==> src/rtl/alu_seq_pkg.sv <==
// Shared definitions for the nibble-ALU command sequencer: opcodes, ALU flag
// bit positions and the sequencer FSM encoding.
package alu_seq_pkg;

    localparam logic [3:0] OP_ADD  = 4'd0;
    localparam logic [3:0] OP_SUB  = 4'd1;
    localparam logic [3:0] OP_AND  = 4'd2;
    localparam logic [3:0] OP_OR   = 4'd3;
    localparam logic [3:0] OP_NOT  = 4'd4;
    localparam logic [3:0] OP_NAND = 4'd5;
    localparam logic [3:0] OP_NOR  = 4'd6;

    localparam int FLG_SIGN  = 3;
    localparam int FLG_ZERO  = 2;
    localparam int FLG_CARRY = 1;
    localparam int FLG_DONE  = 0;

    typedef enum logic [2:0] {
        ST_IDLE   = 3'd0,
        ST_SYNC   = 3'd1,
        ST_SEND1  = 3'd2,
        ST_SEND2  = 3'd3,
        ST_SENDOP = 3'd4,
        ST_WAIT   = 3'd5,
        ST_RESP   = 3'd6
    } seq_state_t;

endpackage

==> src/rtl/alu_seq_timer.sv <==
// Cycle counter for the WAIT state; saturates at LIMIT-1 and flags expiry there.
module alu_seq_timer #(
    parameter int LIMIT = 8,
    parameter int W     = 4
) (
    input  logic clk,
    input  logic rst,
    input  logic i_clear,
    input  logic i_enable,
    output logic o_expired
);

    logic [W-1:0] r_count;

    always_ff @(posedge clk or posedge rst) begin
        if (rst) begin
            r_count <= '0;
        end else if (i_clear) begin
            r_count <= '0;
        end else if (i_enable && (r_count != W'(LIMIT - 1))) begin
            r_count <= r_count + 1'b1;
        end
    end

    assign o_expired = (r_count == W'(LIMIT - 1));

endmodule

==> src/rtl/alu_cmd_sequencer.sv <==
// Host-side driver for the 4-bit sequential nibble ALU: takes one command,
// resyncs the ALU, streams op1/op2/opcode, waits for done, returns a response.
module alu_cmd_sequencer
    import alu_seq_pkg::*;
#(
    parameter int TIMEOUT_CYCLES = 8
) (
    input  logic       clk,
    input  logic       reset,
    input  logic       cmd_valid,
    output logic       cmd_ready,
    input  logic [3:0] cmd_op1,
    input  logic [3:0] cmd_op2,
    input  logic [3:0] cmd_opcode,
    output logic       alu_reset,
    output logic [3:0] alu_data,
    input  logic [3:0] alu_result,
    input  logic [3:0] alu_flags,
    output logic       rsp_valid,
    input  logic       rsp_ready,
    output logic [3:0] rsp_result,
    output logic [3:0] rsp_flags,
    output logic       rsp_timeout,
    output seq_state_t dbg_state
);

    localparam int TO_W = $clog2(TIMEOUT_CYCLES + 1);

    // Handshakes: a transfer happens on a rising edge where valid && ready.
    // cmd_ready is high only in IDLE; rsp_* hold steady while rsp_valid && !rsp_ready.

    seq_state_t r_state, w_next;
    logic [3:0] r_op1, r_op2, r_opc;
    logic       r_cmd_ready, r_alu_reset, r_rsp_valid, r_rsp_timeout;
    logic [3:0] r_alu_data, r_rsp_result, r_rsp_flags;

    logic       w_latch, w_expired;
    logic       w_cmd_ready, w_alu_reset, w_rsp_valid, w_rsp_timeout;
    logic [3:0] w_alu_data, w_rsp_result, w_rsp_flags;

    alu_seq_timer #(.LIMIT(TIMEOUT_CYCLES), .W(TO_W)) u_timer (
        .clk       (clk),
        .rst       (reset),
        .i_clear   (r_state == ST_SENDOP),
        .i_enable  (r_state == ST_WAIT),
        .o_expired (w_expired)
    );

    always_ff @(posedge clk or posedge reset) begin
        if (reset) begin
            r_state       <= ST_IDLE;
            r_op1         <= '0;
            r_op2         <= '0;
            r_opc         <= '0;
            r_cmd_ready   <= 1'b1;
            r_alu_reset   <= 1'b1;
            r_alu_data    <= '0;
            r_rsp_valid   <= 1'b0;
            r_rsp_result  <= '0;
            r_rsp_flags   <= '0;
            r_rsp_timeout <= 1'b0;
        end else begin
            r_state       <= w_next;
            r_cmd_ready   <= w_cmd_ready;
            r_alu_reset   <= w_alu_reset;
            r_alu_data    <= w_alu_data;
            r_rsp_valid   <= w_rsp_valid;
            r_rsp_result  <= w_rsp_result;
            r_rsp_flags   <= w_rsp_flags;
            r_rsp_timeout <= w_rsp_timeout;
            if (w_latch) begin
                r_op1 <= cmd_op1;
                r_op2 <= cmd_op2;
                r_opc <= cmd_opcode;
            end
        end
    end

    always_comb begin
        w_next        = r_state;
        w_latch       = 1'b0;
        w_rsp_result  = r_rsp_result;
        w_rsp_flags   = r_rsp_flags;
        w_rsp_timeout = r_rsp_timeout;
        case (r_state)
            ST_IDLE: begin
                if (cmd_valid && r_cmd_ready) begin
                    w_latch = 1'b1;
                    w_next  = ST_SYNC;
                end
            end
            ST_SYNC:   w_next = ST_SEND1;
            ST_SEND1:  w_next = ST_SEND2;
            ST_SEND2:  w_next = ST_SENDOP;
            ST_SENDOP: w_next = ST_WAIT;
            ST_WAIT: begin
                // Done is checked first so it wins over a simultaneous expiry.
                if (alu_flags[FLG_DONE]) begin
                    w_rsp_result  = alu_result;
                    w_rsp_flags   = alu_flags;
                    w_rsp_timeout = 1'b0;
                    w_next        = ST_RESP;
                end else if (w_expired) begin
                    w_rsp_result  = '0;
                    w_rsp_flags   = '0;
                    w_rsp_timeout = 1'b1;
                    w_next        = ST_RESP;
                end
            end
            ST_RESP: begin
                if (rsp_ready) w_next = ST_IDLE;
            end
            default: w_next = ST_IDLE;
        endcase

        // Outputs are decoded from the next state so the registers line up with it.
        w_cmd_ready = (w_next == ST_IDLE);
        w_alu_reset = (w_next == ST_IDLE) || (w_next == ST_SYNC) || (w_next == ST_RESP);
        w_rsp_valid = (w_next == ST_RESP);
        case (w_next)
            ST_SEND1:         w_alu_data = r_op1;
            ST_SEND2:         w_alu_data = r_op2;
            ST_SENDOP,
            ST_WAIT:          w_alu_data = r_opc;
            default:          w_alu_data = '0;
        endcase
    end

    assign cmd_ready   = r_cmd_ready;
    assign alu_reset   = r_alu_reset;
    assign alu_data    = r_alu_data;
    assign rsp_valid   = r_rsp_valid;
    assign rsp_result  = r_rsp_result;
    assign rsp_flags   = r_rsp_flags;
    assign rsp_timeout = r_rsp_timeout;
    assign dbg_state   = r_state;

endmodule

==> config.mk <==
export PLATFORM = sky130hd
export DESIGN_NAME = alu_cmd_sequencer
export DESIGN_NICKNAME = d
export VERILOG_FILES = /design/src/rtl/alu_seq_pkg.sv /design/src/rtl/alu_seq_timer.sv /design/src/rtl/alu_cmd_sequencer.sv
export SDC_FILE = /design/constraint.sdc
export NUM_CORES = 1
export LEC_CHECK = 0
export CORE_ASPECT_RATIO = 1.1
export CORE_MARGIN = 10
export CORE_UTILIZATION = 51
export CTS_CLUSTER_DIAMETER = 80
export DETAILED_ROUTE_END_ITERATION = 7
export GPL_TIMING_DRIVEN = 0
export PLACE_DENSITY = 0.94
export SKIP_CTS_REPAIR_TIMING = 1
export SYNTH_ARGS = -nofsm -noshare
export SYNTH_HDL_FRONTEND = slang
export SYNTH_SLANG_ARGS = --single-unit
export TNS_END_PERCENT = 30
==> constraint.sdc <==
create_clock -name clk -period 2.65 [get_ports clk]
set_input_delay 0.3975 -clock clk [delete_from_list [all_inputs] [get_ports clk]]
set_output_delay 0.3975 -clock clk [all_outputs]
set_load 0.1 [all_outputs]
==> run summary, run 1 <==
Setup Viol. Count Final: 0
Clock Latency Late Sink: 0.33 ns
Tcrit/Tclk final: 92.0%
Die H: 78.5 µm
crit path kind: flop to output port
PortBufs: 42
Post-Syn Area: 1590 µm²
layout cells sized above 1: 23.6%
initial antenna violation count: 0
Final HPWL DP: 2.85 mm
drt wl/cell: 17.9 µm
delay of the slowest critical-path stage: 1.19 ns
Fin. Hold Viols: 0
initial core utilization: 52.5%
Vias/cell: 5.56
final net count: 198
commonest non-fill, non-tap cell in the layout: clkdlybuf4s50_1
CP max-delay cell: clkdlybuf4s50_1
area of the die: 5750 µm²
Synth Instances: 123
number of global-route vias before repair: 1263
multi-input logic area: 609 µm²
Clock Path Buffers: 2
fillers: 217
Via Count: 1156
cell chain of the critical path: clkdlybuf4s50_1
CP startpoint kind: flop
slew margin rel.: 34.0%
Placed Cells: 199
pin count of the biggest net entering global routing: 36
EDFF count, synth: 0
die width: 73.2 µm
Worst setup EP type: output port
FF/Latch Area: 878 µm²
CTS tree: built
I/O Pins: 43
Post-route DRC: 0
Yosys warnings: 0
Mean Syn Cell Area: 12.9 µm²
Post-synth ARST share: 100%
total grt overflow: 0
CP top delay family: buffers and inverters
CTS H-tree depth: 2
Primary FF master, synth: dfrtp_1
CTS clk-pin slew, worst paths: 0.10 ns
max cap viols: 0
CTS buffer count: 5
Antenna diodes: 0
antenna-violating nets left: 0
skew final: 0.00569 ns
RSZ-0062 raised after global routing: false
first-pass GRT wire length: 6.15 mm
core area: 3020 µm²
CP Buf/Inv Count: 1
TritonCTS Sinks: 35
crit path max fanout: 5
Synth Net Count: 148
min Tclk post-route: 2.44 ns
outcome: finished, final reports clean
post-route insts no fill: 208
Site Rows: 21
Overall Global Routing Usage: 13.5%
sequential fraction of the synthesis area: 55.3%
WP data arrival: 2.04 ns
Req. time, crit path: 2.25 ns
most frequent cells in the layout: clkdlybuf4s50_1, dfrtp_1, mux2_2
post-route setup TNS: 0 ns
Slew Limit Fails: 0
Synth Register Bits: 35
DRT Wirelength: 3.73 mm
post-synthesis cell type count: 34
slack of the worst reg-to-reg path: 1.06 ns
P&R area growth vs syn: 35.2%
GP Congestion: 0.822
Root Buffer: clkbuf_4
measured slew at the worst slew-check pin: 0.987 ns
f_max: 410 MHz
Initial DRC Count: 30
hold crit path type: input port to async pin
1st-pass router iterations: 4
==> registers in the layout, indices dropped and copies added, names as in the netlist, 3 cells and up <==
name             cells
alu_data             4
r_op1                4
r_op2                4
r_opc                4
rsp_flags            4
rsp_result           4
u_timer.r_count      4
dbg_state            3
==> per-stage QoR <==
stage          worst slack [ns]  instance area, µm²  utilization (%)  hold WS [ns]
4_1_cts                   0.173                2120             70.1         0.492
3_3_place_gp              0.595                2050             67.9         0.462
3_5_place_dp              0.571                2050             67.9         0.472
5_1_grt                   0.149                2150             71.1         0.403
6_report                  0.212                2150             71.1         0.388
2_1_floorplan             0.673                1590                -         0.480
==> final cells by class <==
cell class / instances / area share [%]
Inverter: 2 / 0.350
Tap cell: 34 / 1.98
Sequential cell: 35 / 40.9
Multi-Input combinational cell: 77 / 28.4
Buffer: 9 / 4.31
Timing Repair Buffer: 43 / 20.9
Clock buffer: 8 / 3.21
==> routing by layer <==
| layer | global-route usage, % | part of all wire, % | up-vias |
|---|---|---|---|
| met4 | 3.99 | 1.3 | 0 |
| met3 | 5.79 | 7.0 | 5 |
| met5 | 0 | 0 | - |
| met2 | 23.0 | 52 | 36 |
| li1 | - | - | 545 |
| met1 | 14.7 | 40 | 570 |
==> Yosys cell counts, types with 2 or more instances <==
library cell	n	share of area, %
a31o_2	4	2.2
dfrtp_1	33	52
buf_6	6	4.3
nand2_1	2	0.47
mux2_2	13	9.2
nor2_1	9	2.1
nand3_1	2	0.63
a21o_1	3	1.4
a21oi_1	10	3.2
buf_2	2	0.63
dfstp_2	2	3.3
a22o_1	8	4.4
inv_1	2	0.47
mux2i_1	4	2.5
a211oi_1	4	1.9
==> final timing paths <==
check / from / to / depth (start not counted)
min: reset / rsp_flags[0]$_DFFE_PP0P_ / 2
max reg2reg: u_timer.r_count[0]$_DFFE_PP0P_ / rsp_result[1]$_DFFE_PP0P_ / 5
max: dbg_state[0]$_DFF_PP0_ / dbg_state[0] / 1
min reg2reg: rsp_flags[0]$_DFFE_PP0P_ / rsp_flags[0]$_DFFE_PP0P_ / 1
min in group clk: rsp_flags[0]$_DFFE_PP0P_ / rsp_flags[0]$_DFFE_PP0P_ / 1
max in group asynchronous: reset / cmd_ready$_DFF_PP1_ / 3
==> cell families (layout without fill, tap and decap cells) <==
group | Yosys count | in the layout | synth area share, %
mux | 17 | 17 | 11.7
xor+xnor | 1 | 1 | 0.552
fa+ha+maj | 1 | 1 | 0.788
compound gates | 36 | 36 | 16.7
flops | 35 | 35 | 55.3
buf+inv | 11 | 62 | 6.30
simple gates | 22 | 22 | 8.59
Power of run 1 is left out: the tool's default activity adds up to more than one toggle a clock period on the data nets, which glitch-free logic cannot reach.
==> run 2, diff against run 1 <==
Settings changed: CORE_MARGIN 10 to 2, PLACE_DENSITY 0.94 to 0.84.
==> run 2 against run 1 <==
  * Cell area down 2.2%
  * First-iteration DRC count is 30% lower
  * Register-to-register slack got worse by 0.03 ns
  * Sequential share of layout area increased by 0.90 points
  * Clock skew rose by 0.0028 ns
  * Non-clock buffer count fell by 1
  * Critical path type unchanged
  * Largest cell class unchanged
  * Highest routed layer unchanged
==> run summary, run 2 (synthesis results as in run 1) <==
Req. time, crit path: 2.25 ns
commonest non-fill, non-tap cell in the layout: clkdlybuf4s50_1
P&R area growth vs syn: 32.3%
WP data arrival: 2.01 ns
first-pass GRT wire length: 5.51 mm
crit path max fanout: 3
CP top delay family: buffers and inverters
Setup crit end: cmd_ready
CP Buf/Inv Count: 1
Vias/cell: 5.57
CTS H-tree depth: 2
1st-pass router iterations: 4
skew final: 0.00850 ns
Clock Latency Late Sink: 0.33 ns
Fin. Hold Viols: 0
Placed Cells: 199
die width: 57.2 µm
f_max: 415 MHz
slew margin rel.: 34.3%
CTS buffer count: 5
Via Count: 1153
slack of the worst reg-to-reg path: 1.03 ns
r2r worst-path depth: 5
post-route insts no fill: 207
Initial DRC Count: 21
I/O Pins: 43
initial antenna violation count: 0
Setup Viol. Count Final: 0
final net count: 197
total grt overflow: 0
core area: 3020 µm²
Die H: 62.5 µm
Antenna diodes: 0
CP Depth: 1
start of the worst register-to-register path: u_timer.r_count[0]$_DFFE_PP0P_
post-route setup TNS: 0 ns
Clock Path Buffers: 2
number of global-route vias before repair: 1257
GP Congestion: 0.796
initial core utilization: 52.5%
crit path kind: flop to output port
pin count of the biggest net entering global routing: 36
TritonCTS Sinks: 35
Worst setup EP type: output port
final instance area: 2100 µm²
Final HPWL DP: 2.38 mm
layout cells sized above 1: 23.1%
crit path launch: cmd_ready$_DFF_PP1_
RSZ-0062 raised after global routing: false
CTS clk-pin slew, worst paths: 0.10 ns
area of the die: 3580 µm²
Post-route DRC: 0
min Tclk post-route: 2.41 ns
CP startpoint kind: flop
measured slew at the worst slew-check pin: 0.983 ns
max cap viols: 0
drt wl/cell: 15.2 µm
delay of the slowest critical-path stage: 1.13 ns
Cell Area, Placed: 2050 µm²
Site Rows: 21
Root Buffer: clkbuf_4
PortBufs: 42
antenna-violating nets left: 0
DRT Wirelength: 3.15 mm
hold crit path type: input port to async pin
Tcrit/Tclk final: 90.9%
most frequent cells in the layout: clkdlybuf4s50_1, dfrtp_1, mux2_2
outcome: finished, final reports clean
capturing point of the worst reg2reg path: rsp_valid$_DFF_PP0_
Overall Global Routing Usage: 20.1%
CP max-delay cell: clkdlybuf4s50_1
cell chain of the critical path: clkdlybuf4s50_1
Slew Limit Fails: 0
CTS tree: built
==> run 2: changes by cell type in the layout (fill, tap and decap cells not counted), sizes merged <==
cell / delta
buf: -1
clkbuf: -1
inv: +1
==> run 2: worst min-delay path by stage <==
stage / slack [ns] / start / to
6_report: 0.48 / reset / r_op1[2]$_DFFE_PP0P_
5_1_grt: 0.52 / rsp_result[3]$_DFFE_PP0P_ / rsp_result[3]$_DFFE_PP0P_
2_1_floorplan: 0.48 / r_op2[0]$_DFFE_PP0P_ / r_op2[0]$_DFFE_PP0P_
3_5_place_dp: 0.47 / rsp_flags[0]$_DFFE_PP0P_ / rsp_flags[0]$_DFFE_PP0P_
4_1_cts: 0.49 / rsp_flags[0]$_DFFE_PP0P_ / rsp_flags[0]$_DFFE_PP0P_
3_3_place_gp: 0.46 / rsp_flags[0]$_DFFE_PP0P_ / rsp_flags[0]$_DFFE_PP0P_
==> run 2: metrics by stage <==
stage	setup WS, ns	hold WS (ns)	util [%]
2_1_floorplan	0.673	0.480	-
3_3_place_gp	0.602	0.463	67.9
3_5_place_dp	0.601	0.470	67.9
4_1_cts	0.221	0.492	69.5
5_1_grt	0.194	0.524	69.5
6_report	0.240	0.485	69.5
==> run 2: layout make-up <==
class	count	area, µm²
Timing Repair Buffer	42	420
Clock buffer	7	45.0
Clock inverter	1	5.00
Sequential cell	35	878
Inverter	2	7.51
Fill cell	233	921
Tap cell	34	42.5
Multi-Input combinational cell	77	609
Buffer	9	92.6
==> run 2: layer usage <==
metal	GRT usage, %	routed length [µm]
met1	22.2	1230
met4	7.56	46
met3	6.42	207
met5	0	0
met2	35.3	1660
Power of run 2 is left out for the same reason.
